**config.mk**
```make
export PLATFORM = sky130hd
export DESIGN_NAME = pipeline_hazard_ctrl_flat
export DESIGN_NICKNAME = d
export VERILOG_FILES = /design/src/rtl/pipeline_hazard_ctrl_pkg.sv /design/src/rtl/pipeline_hazard_ctrl_if.sv /design/src/rtl/hazard_perf_counter.sv /design/src/rtl/pipeline_hazard_ctrl.sv /design/src/flat_wrapper.sv
export SDC_FILE = /design/constraint.sdc
export NUM_CORES = 1
export LEC_CHECK = 0
export ABC_AREA = 1
export BUFFER_PORTS_ARGS = -buffer_cell sky130_fd_sc_hd__buf_2
export CORE_MARGIN = 3
export CORE_UTILIZATION = 25
export DETAILED_ROUTE_END_ITERATION = 8
export PLACE_DENSITY = 0.61
export SLEW_MARGIN = 5
export SYNTH_ARGS = -nofsm -noshare
export SYNTH_HDL_FRONTEND = slang
export SYNTH_SLANG_ARGS = --single-unit
```
**constraint.sdc**
```tcl
create_clock -name clk -period 4.2 [get_ports clk]
set_clock_uncertainty 0.2 [all_clocks]
set_input_delay 0.84 -clock clk [delete_from_list [all_inputs] [get_ports clk]]
set_output_delay 0.84 -clock clk [all_outputs]
set_load 0.01 [all_outputs]
```
**src/rtl/pipeline_hazard_ctrl_pkg.sv**
```systemverilog
// pipeline_hazard_ctrl_pkg: shared widths, state enum and control-word bundle for the hazard controller
package pipeline_hazard_ctrl_pkg;
    localparam int REG_IDX_W = 5;
    localparam int CNT_W = 32;
    typedef enum logic [1:0] {RUN = 2'd0, STALL = 2'd1, BUBBLE = 2'd2, FLUSH = 2'd3} hz_state_t;
    typedef struct packed {
        logic load_pc;
        logic load_if_id;
        logic load_id_ex;
        logic load_ex_mem;
        logic load_mem_wb;
        logic flush_if_id;
        logic flush_id_ex;
    } hz_ctrl_t;
    function automatic hz_ctrl_t ctrl_of(hz_state_t s);
        return s == STALL  ? hz_ctrl_t'(7'b0000000) :
               s == FLUSH  ? hz_ctrl_t'(7'b1111111) :
               s == BUBBLE ? hz_ctrl_t'(7'b0011101) : hz_ctrl_t'(7'b1111100);
    endfunction
endpackage

```
**src/rtl/pipeline_hazard_ctrl_if.sv**
```systemverilog
// pipeline_hazard_ctrl_if: hazard sources in, stage load/flush controls out; counters with HAZARD_PERF_CNT_EN
interface pipeline_hazard_ctrl_if;
    import pipeline_hazard_ctrl_pkg::*;
    logic imem_busy, imem_resp, dmem_busy, dmem_resp;
    logic ex_redirect, ex_mem_read, id_uses_rs1, id_uses_rs2;
    logic [REG_IDX_W-1:0] ex_rd, id_rs1, id_rs2;
    logic load_pc, load_if_id, load_id_ex, load_ex_mem, load_mem_wb;
    logic flush_if_id, flush_id_ex;
    hz_state_t hz_state;
`ifdef HAZARD_PERF_CNT_EN
    logic [CNT_W-1:0] stall_cnt, bubble_cnt, flush_cnt;
`endif
    modport master(
        output imem_busy, imem_resp, dmem_busy, dmem_resp, ex_redirect, ex_mem_read,
               ex_rd, id_rs1, id_rs2, id_uses_rs1, id_uses_rs2,
        input  load_pc, load_if_id, load_id_ex, load_ex_mem, load_mem_wb,
               flush_if_id, flush_id_ex, hz_state
`ifdef HAZARD_PERF_CNT_EN
        , input stall_cnt, bubble_cnt, flush_cnt
`endif
    );
    modport slave(
        input  imem_busy, imem_resp, dmem_busy, dmem_resp, ex_redirect, ex_mem_read,
               ex_rd, id_rs1, id_rs2, id_uses_rs1, id_uses_rs2,
        output load_pc, load_if_id, load_id_ex, load_ex_mem, load_mem_wb,
               flush_if_id, flush_id_ex, hz_state
`ifdef HAZARD_PERF_CNT_EN
        , output stall_cnt, bubble_cnt, flush_cnt
`endif
    );
endinterface

```
**src/rtl/hazard_perf_counter.sv**
```systemverilog
// hazard_perf_counter: saturating event counter, only built with HAZARD_PERF_CNT_EN
`ifdef HAZARD_PERF_CNT_EN
module hazard_perf_counter #(
    parameter int CNT_W = 32
) (
    input  logic             clk,
    input  logic             rst,
    input  logic             inc,
    output logic [CNT_W-1:0] cnt
);
    always_ff @(posedge clk)
        if (rst) cnt <= '0;
        else if (inc && !(&cnt)) cnt <= cnt + 1'b1;
endmodule
`endif

```
**src/rtl/pipeline_hazard_ctrl.sv**
```systemverilog
// pipeline_hazard_ctrl: stall/flush/bubble scheduler for the 5-stage rv32i pipeline; perf counters with HAZARD_PERF_CNT_EN
module pipeline_hazard_ctrl
    import pipeline_hazard_ctrl_pkg::*;
(
    input logic                  clk,
    input logic                  rst,
    pipeline_hazard_ctrl_if.slave hz
);
    hz_state_t state, next;
    hz_ctrl_t ctrl;
    logic mem_wait, load_use;
    // redirect outranks load-use: the ID instruction behind a taken branch is wrong-path
    always_comb begin
        mem_wait = (hz.imem_busy & ~hz.imem_resp) | (hz.dmem_busy & ~hz.dmem_resp);
        load_use = hz.ex_mem_read & (hz.ex_rd != '0) &
                   ((hz.id_uses_rs1 & (hz.id_rs1 == hz.ex_rd)) | (hz.id_uses_rs2 & (hz.id_rs2 == hz.ex_rd)));
        next = mem_wait ? STALL : hz.ex_redirect ? FLUSH : load_use ? BUBBLE : RUN;
        ctrl = rst ? '0 : ctrl_of(next);
    end
    always_ff @(posedge clk) state <= rst ? RUN : next;
    assign hz.load_pc     = ctrl.load_pc;
    assign hz.load_if_id  = ctrl.load_if_id;
    assign hz.load_id_ex  = ctrl.load_id_ex;
    assign hz.load_ex_mem = ctrl.load_ex_mem;
    assign hz.load_mem_wb = ctrl.load_mem_wb;
    assign hz.flush_if_id = ctrl.flush_if_id;
    assign hz.flush_id_ex = ctrl.flush_id_ex;
    assign hz.hz_state    = state;
`ifdef HAZARD_PERF_CNT_EN
    hazard_perf_counter #(.CNT_W(CNT_W)) u_stall_cnt (.clk, .rst, .inc(next == STALL), .cnt(hz.stall_cnt));
    hazard_perf_counter #(.CNT_W(CNT_W)) u_bubble_cnt (.clk, .rst, .inc(next == BUBBLE), .cnt(hz.bubble_cnt));
    hazard_perf_counter #(.CNT_W(CNT_W)) u_flush_cnt (.clk, .rst, .inc(next == FLUSH), .cnt(hz.flush_cnt));
`endif
endmodule

```
**src/flat_wrapper.sv**
```systemverilog
// flat-port wrapper written by rule: the top's interface ports become plain ports
module pipeline_hazard_ctrl_flat import pipeline_hazard_ctrl_pkg::*;
  (clk, rst, hz_imem_busy, hz_imem_resp, hz_dmem_busy, hz_dmem_resp, hz_ex_redirect, hz_ex_mem_read, hz_ex_rd, hz_id_rs1, hz_id_rs2, hz_id_uses_rs1, hz_id_uses_rs2, hz_load_pc, hz_load_if_id, hz_load_id_ex, hz_load_ex_mem, hz_load_mem_wb, hz_flush_if_id, hz_flush_id_ex, hz_hz_state);
  pipeline_hazard_ctrl_if hz_i ();
  input logic clk;
  input logic rst;
  input wire logic [$bits(hz_i.imem_busy)-1:0] hz_imem_busy;
  input wire logic [$bits(hz_i.imem_resp)-1:0] hz_imem_resp;
  input wire logic [$bits(hz_i.dmem_busy)-1:0] hz_dmem_busy;
  input wire logic [$bits(hz_i.dmem_resp)-1:0] hz_dmem_resp;
  input wire logic [$bits(hz_i.ex_redirect)-1:0] hz_ex_redirect;
  input wire logic [$bits(hz_i.ex_mem_read)-1:0] hz_ex_mem_read;
  input wire logic [$bits(hz_i.ex_rd)-1:0] hz_ex_rd;
  input wire logic [$bits(hz_i.id_rs1)-1:0] hz_id_rs1;
  input wire logic [$bits(hz_i.id_rs2)-1:0] hz_id_rs2;
  input wire logic [$bits(hz_i.id_uses_rs1)-1:0] hz_id_uses_rs1;
  input wire logic [$bits(hz_i.id_uses_rs2)-1:0] hz_id_uses_rs2;
  output wire logic [$bits(hz_i.load_pc)-1:0] hz_load_pc;
  output wire logic [$bits(hz_i.load_if_id)-1:0] hz_load_if_id;
  output wire logic [$bits(hz_i.load_id_ex)-1:0] hz_load_id_ex;
  output wire logic [$bits(hz_i.load_ex_mem)-1:0] hz_load_ex_mem;
  output wire logic [$bits(hz_i.load_mem_wb)-1:0] hz_load_mem_wb;
  output wire logic [$bits(hz_i.flush_if_id)-1:0] hz_flush_if_id;
  output wire logic [$bits(hz_i.flush_id_ex)-1:0] hz_flush_id_ex;
  output wire logic [$bits(hz_i.hz_state)-1:0] hz_hz_state;
  assign hz_i.imem_busy = hz_imem_busy;
  assign hz_i.imem_resp = hz_imem_resp;
  assign hz_i.dmem_busy = hz_dmem_busy;
  assign hz_i.dmem_resp = hz_dmem_resp;
  assign hz_i.ex_redirect = hz_ex_redirect;
  assign hz_i.ex_mem_read = hz_ex_mem_read;
  assign hz_i.ex_rd = hz_ex_rd;
  assign hz_i.id_rs1 = hz_id_rs1;
  assign hz_i.id_rs2 = hz_id_rs2;
  assign hz_i.id_uses_rs1 = hz_id_uses_rs1;
  assign hz_i.id_uses_rs2 = hz_id_uses_rs2;
  assign hz_load_pc = hz_i.load_pc;
  assign hz_load_if_id = hz_i.load_if_id;
  assign hz_load_id_ex = hz_i.load_id_ex;
  assign hz_load_ex_mem = hz_i.load_ex_mem;
  assign hz_load_mem_wb = hz_i.load_mem_wb;
  assign hz_flush_if_id = hz_i.flush_if_id;
  assign hz_flush_id_ex = hz_i.flush_id_ex;
  assign hz_hz_state = hz_i.hz_state;
  pipeline_hazard_ctrl u_core (.clk(clk), .rst(rst), .hz(hz_i));
endmodule
```
== Word level (Yosys, flattened, before mapping) ==
Index checks and enable logic that the tools add are counted.
Word-level totals
  flip-flop bits (word level): 2
  latch bits: 0
  memory bits (writable): 0
  memory bits (read-only): 0
  bits of input ports: 25
  output and inout bits: 9
  logic and storage cells: 24
  memories kept: 0
Cells by class
  $add $sub $neg: 0
  multipliers: 0
  divide/modulo/power cells: 0
  magnitude comparators: 0
  equality and inequality tests: 5
  shifts and indexed selects: 0
  mux-type cells: 7
  bitwise logic cells: 10
  reduce and logical (&&, ||, !) cells: 1
Operator list (number)
  $mux W7: 4
  $eq A5 B5 Y1: 2
  $and A1 B1 Y1: 6
  $mux W2: 3
  $reduce_bool A5 Y1: 1
  $eq A2 B2 Y1 const B: 2
  $eq A2 B1 Y1 const B: 1
  $not A1 Y1: 2
  $or A1 B1 Y1: 2

== Logic depth before layout (Yosys ltp) ==
  depth after elaboration: 12
  mapped depth: 12

== Worst setup path before layout ==
OpenSTA, ideal clock, no wires.
  path type: in2out
  start point: input hz_id_rs2[0]
  end point: output hz_flush_id_ex
  data arrival time: 2031 ps
  required time: 3160 ps
  setup slack: 1129 ps
  stages: 12
  path through: inv_1 nand2_1 nand2_1 nor2_1 nand3_1 nand2_1 nand2_2 nand2_2 inv_2 ha_1 nor2_1 a21boi_1
On the way
  cells in the longest elaborated chain, start to end: 12
RTL lines
  start, declared: RTL line flat_wrapper.sv:15  | input wire logic [$bits(hz_i.id_rs2)-1:0] hz_id_rs2;
  $eq A5 B5 Y1 (*): RTL line pipeline_hazard_ctrl.sv:16  | ((hz.id_uses_rs1 & (hz.id_rs1 == hz.ex_rd)) | (hz.id_uses_rs2 & (hz.id_rs2 == hz.ex_rd)));
  $and A1 B1 Y1 (*): RTL line pipeline_hazard_ctrl.sv:16
  $or A1 B1 Y1 (*): RTL line pipeline_hazard_ctrl.sv:16
  $and A1 B1 Y1 (*): RTL line pipeline_hazard_ctrl.sv:15  | load_use = hz.ex_mem_read & (hz.ex_rd != '0) &
  $mux W2 (*) (3 in series): RTL line pipeline_hazard_ctrl.sv:17  | next = mem_wait ? STALL : hz.ex_redirect ? FLUSH : load_use ? BUBBLE : RUN;
  named net u_core.next[1]: RTL line pipeline_hazard_ctrl.sv:9  | hz_state_t state, next;
  $eq A2 B2 Y1: RTL line pipeline_hazard_ctrl_pkg.sv:18  | s == BUBBLE ? hz_ctrl_t'(7'b0011101) : hz_ctrl_t'(7'b1111100);
  $mux W7: RTL line pipeline_hazard_ctrl_pkg.sv:18
  $mux W7: RTL line pipeline_hazard_ctrl_pkg.sv:17  | s == FLUSH ? hz_ctrl_t'(7'b1111111) :
  $mux W7 (*): RTL line pipeline_hazard_ctrl_pkg.sv:16  | return s == STALL ? hz_ctrl_t'(7'b0000000) :
  $mux W7 (*): RTL line pipeline_hazard_ctrl.sv:18  | ctrl = rst ? '0 : ctrl_of(next);
  end, declared: RTL line flat_wrapper.sv:24  | output wire logic [$bits(hz_i.flush_id_ex)-1:0] hz_flush_id_ex;
Mark *: on every way through the listed nets, which the timed path passes. The rest lies on a longest branch.

== Worst setup path in the final report ==
  start point: input hz_ex_rd[1]
  end point: output hz_flush_id_ex
On the way
  cells in the longest elaborated chain, start to end: 12
RTL lines
  start, declared: RTL line flat_wrapper.sv:13  | input wire logic [$bits(hz_i.ex_rd)-1:0] hz_ex_rd;
  $eq A5 B5 Y1: RTL line pipeline_hazard_ctrl.sv:16
  $and A1 B1 Y1: RTL line pipeline_hazard_ctrl.sv:16
  $or A1 B1 Y1: RTL line pipeline_hazard_ctrl.sv:16
  $and A1 B1 Y1 (*): RTL line pipeline_hazard_ctrl.sv:15
  $mux W2 (*) (3 in series): RTL line pipeline_hazard_ctrl.sv:17
  named net u_core.next[1]: RTL line pipeline_hazard_ctrl.sv:9
  $eq A2 B2 Y1: RTL line pipeline_hazard_ctrl_pkg.sv:18
  $mux W7: RTL line pipeline_hazard_ctrl_pkg.sv:18
  $mux W7: RTL line pipeline_hazard_ctrl_pkg.sv:17
  $mux W7 (*): RTL line pipeline_hazard_ctrl_pkg.sv:16
  $mux W7 (*): RTL line pipeline_hazard_ctrl.sv:18
Marked as above.

==> flow_metrics.env <==
export IMPL_dpl_cell_area_um2=569
export IMPL_grt_pass1_vias=424
export IMPL_hp_class="input port to flop"
export IMPL_seqCellArea_um2=40.0
export IMPL_gr_usage_all_layers_pct=9.91
export IMPL_dieArea_um2=2150
export IMPL_cts_root_buf="clkbuf_4"
export IMPL_syn_inst=83
export IMPL_fin_hold_ws_ns=0.633
export IMPL_post_route_cells_drive_above_1_share_pct=42.2
export IMPL_maxCapViolCount=0
export IMPL_rsz0062_at_grt="no"
export IMPL_final_antenna_net_count=0
export IMPL_first_pass_iters=2
export IMPL_fillers=172
export IMPL_tightestPinTransition_ns=0.180
export IMPL_post_drt_wl_per_cell_um=7.35
export IMPL_grt_overflow=0
export IMPL_hold_depth=2
export IMPL_min_period_ns=3.19
export IMPL_cts_setup_buffers=0
export IMPL_stdcell_count=131
export IMPL_cts_tree="yes"
export IMPL_cts_buffer_depth=2
export IMPL_fin_area_um2=592
export IMPL_cts_hold_buf=0
export IMPL_synth_area_per_cell_um2=4.91
export IMPL_max_stage_delay_ns=0.18
export IMPL_switching_share_pct=34.8
export IMPL_hold_viol=0
export IMPL_p_int_w=0.0000747
export IMPL_fp_dieH_um=46.4
export IMPL_max_slew_margin_pct=87.9
export IMPL_vias=531
export IMPL_cts_buffers=3
export IMPL_yosysUniqueCellTypes=15
export IMPL_crit_fanout=4
export IMPL_dp_hpwl_um=849
export IMPL_p_total_w=0.000115
export IMPL_cts_sinks=2
export IMPL_drcViolationCount=0
export IMPL_required_ns=3.16
export IMPL_holdCritStartpoint="rst"
export IMPL_fmax_mhz=314
export IMPL_final_max_slew_viol_count=0
export IMPL_pwr_share_comb_pct=43.5
export IMPL_setup_tns_ns=0
export IMPL_grt_pass1_wl_mm=1.57
export IMPL_syn_to_final_growth_pct=45.1
export IMPL_p_clk_share_pct=38.5
export IMPL_fp_row_count=13
export IMPL_cts_repair_resized=0
export IMPL_seqPwrFrac_pct=17.9
export IMPL_place_congestion=0.761
export IMPL_powerDensity_nw_per_um2=194
export IMPL_cp_start_kind="input port"
export IMPL_syn_nets=110
export IMPL_min_to="u_core.hz.hz_state[1]$_SDFF_PP0_"
export IMPL_fin_crit_sh_pct=75.9
export IMPL_cpMostUsedCell="nand2_1"
export IMPL_viasPerCell=4.05
export IMPL_io_pins=34
export IMPL_seq_area_frac_synth_pct=9.82
export IMPL_largest_reg_flops=2
export IMPL_diodes=0
export IMPL_power_leakage_nw=0.425
export IMPL_ys_seq_elements=2
export IMPL_clkTransAtPathRegs_ns=0.03
export IMPL_run_status="finished clean"
export IMPL_cp_end_kind="output port"
export IMPL_wirelength_um=963
export IMPL_ys_warnings_count=0
export IMPL_ir_drop_mv=0.0735
export IMPL_finalNetCount=145
export IMPL_multi_input_area_um2=263
export IMPL_core_area_um2=1420
export IMPL_drt_iter0_markers=2
export IMPL_cts_htree_levels=1
export IMPL_worstSetupPathType="input port to output port"
export IMPL_antenna_found_initial=0
export IMPL_arrival_ns=2.15
export IMPL_switchingPower_w=0.0000398
export IMPL_chipWidth_um=46.4
export IMPL_io_buffers=33
export IMPL_start_util_pct=28.8
export IMPL_path_cells="buf_2 > inv_2 > nand2_1 > nand2_1 > nor2_1 > nand3_1 > nand2_1 > nand2_2 > nand2_2 > inv_2 > ha_1 > nor2_1 > a21boi_1 > buf_2"
export IMPL_grt_max_degree=6
export IMPL_placed_cells=128
export IMPL_syn_cell_area_um2=408
export IMPL_setup_viol=0
export IMPL_slowest_stage="a21boi_1"
-- final cells by class --
| cell class | count | area share (%) |
|---|---|---|
| repair buffers | 33 | 27.9 |
| multi-input cells | 56 | 44.4 |
| well taps | 15 | 3.17 |
| inverters | 22 | 14.0 |
| flip-flops and latches | 2 | 6.77 |
| clock buffers | 3 | 3.81 |
-- stage by stage --
| stage | worst slack (ns) | utilization (%) |
|---|---|---|
| floorplan | 1.13 | - |
| global placement | 1.05 | 40.2 |
| detailed placement | 1.00 | 40.2 |
| CTS | 0.986 | 41.8 |
| global route | 0.832 | 41.8 |
| finish | 1.01 | 41.8 |
-- cell usage in the layout (no fill, tap or decap), types with 2 or more instances in the layout --
cell type and count:
nor2_1 12, clkbuf_4 3, nand2_2 3, inv_1 15, dfxtp_1 2, nand3_1 3, nand2_1 30, inv_2 7
ha_1 2, buf_2 33
-- power groups by stage --
stage | sequential, W | combinational [W] | clock (W)
floorplan | 0.0000216 | 0.0000299 | 0
global placement | 0.0000208 | 0.0000500 | 0
detailed placement | 0.0000208 | 0.0000504 | 0
CTS | 0.0000205 | 0.0000507 | 0.0000466
global route | 0.0000207 | 0.0000577 | 0.0000493
finish | 0.0000205 | 0.0000499 | 0.0000442
-- cells in the mapped netlist, drive strengths merged --
cell type | number | share of area, %
nand3 | 3 | 3.7
a21oi | 1 | 2.1
o22ai | 1 | 3.1
nor2 | 13 | 13
buf | 3 | 5.5
o21ai | 1 | 1.2
or2 | 1 | 1.5
nand2 | 33 | 32
ha | 2 | 6.1
a21boi | 1 | 1.8
dfxtp | 2 | 9.8
inv | 22 | 20
-- cell families (layout without fill, tap and decap cells) --
| kind of cell | Yosys count | after routing | share of synthesized area [%] |
|---|---|---|---|
| AO/OA/AOI/OAI | 4 | 4 | 8.28 |
| adder cells (fa/ha/maj) | 2 | 2 | 6.13 |
| buffers and inverters | 25 | 58 | 25.8 |
| flip-flops | 2 | 2 | 9.82 |
| AND/OR/NAND/NOR | 50 | 50 | 50.0 |
-- worst max-delay path, delay by kind of cell --
family | cells | cell delay, ns
and+or+nand+nor | 8 | 0.63
buffers and inverters | 4 | 0.32
AOI/OAI and AO/OA | 1 | 0.18
adders and majority gates | 1 | 0.16
-- routing by layer --
layer | track usage, % | vias up | wire length, um
met4 | 6.82 | 0 | 0
li1 | - | 301 | -
met3 | 0 | 0 | 138
met1 | 12.7 | 203 | 426
met2 | 15.9 | 27 | 398
met5 | 0 | - | 0
-- worst max path at each step --
stage                       from        endpoint  slack (ns)  cells past startpoint
floorplan           hz_id_rs2[0]  hz_flush_id_ex        1.13                     12
global route         hz_ex_rd[0]  hz_flush_id_ex        0.83                     14
CTS                  hz_ex_rd[1]  hz_flush_id_ex        0.99                     14
finish               hz_ex_rd[1]  hz_flush_id_ex        1.01                     14
detailed placement   hz_ex_rd[1]  hz_flush_id_ex        1.00                     14
global placement     hz_ex_rd[4]  hz_flush_id_ex        1.05                     14
Note: power is estimated with default switching activity, not from simulation.
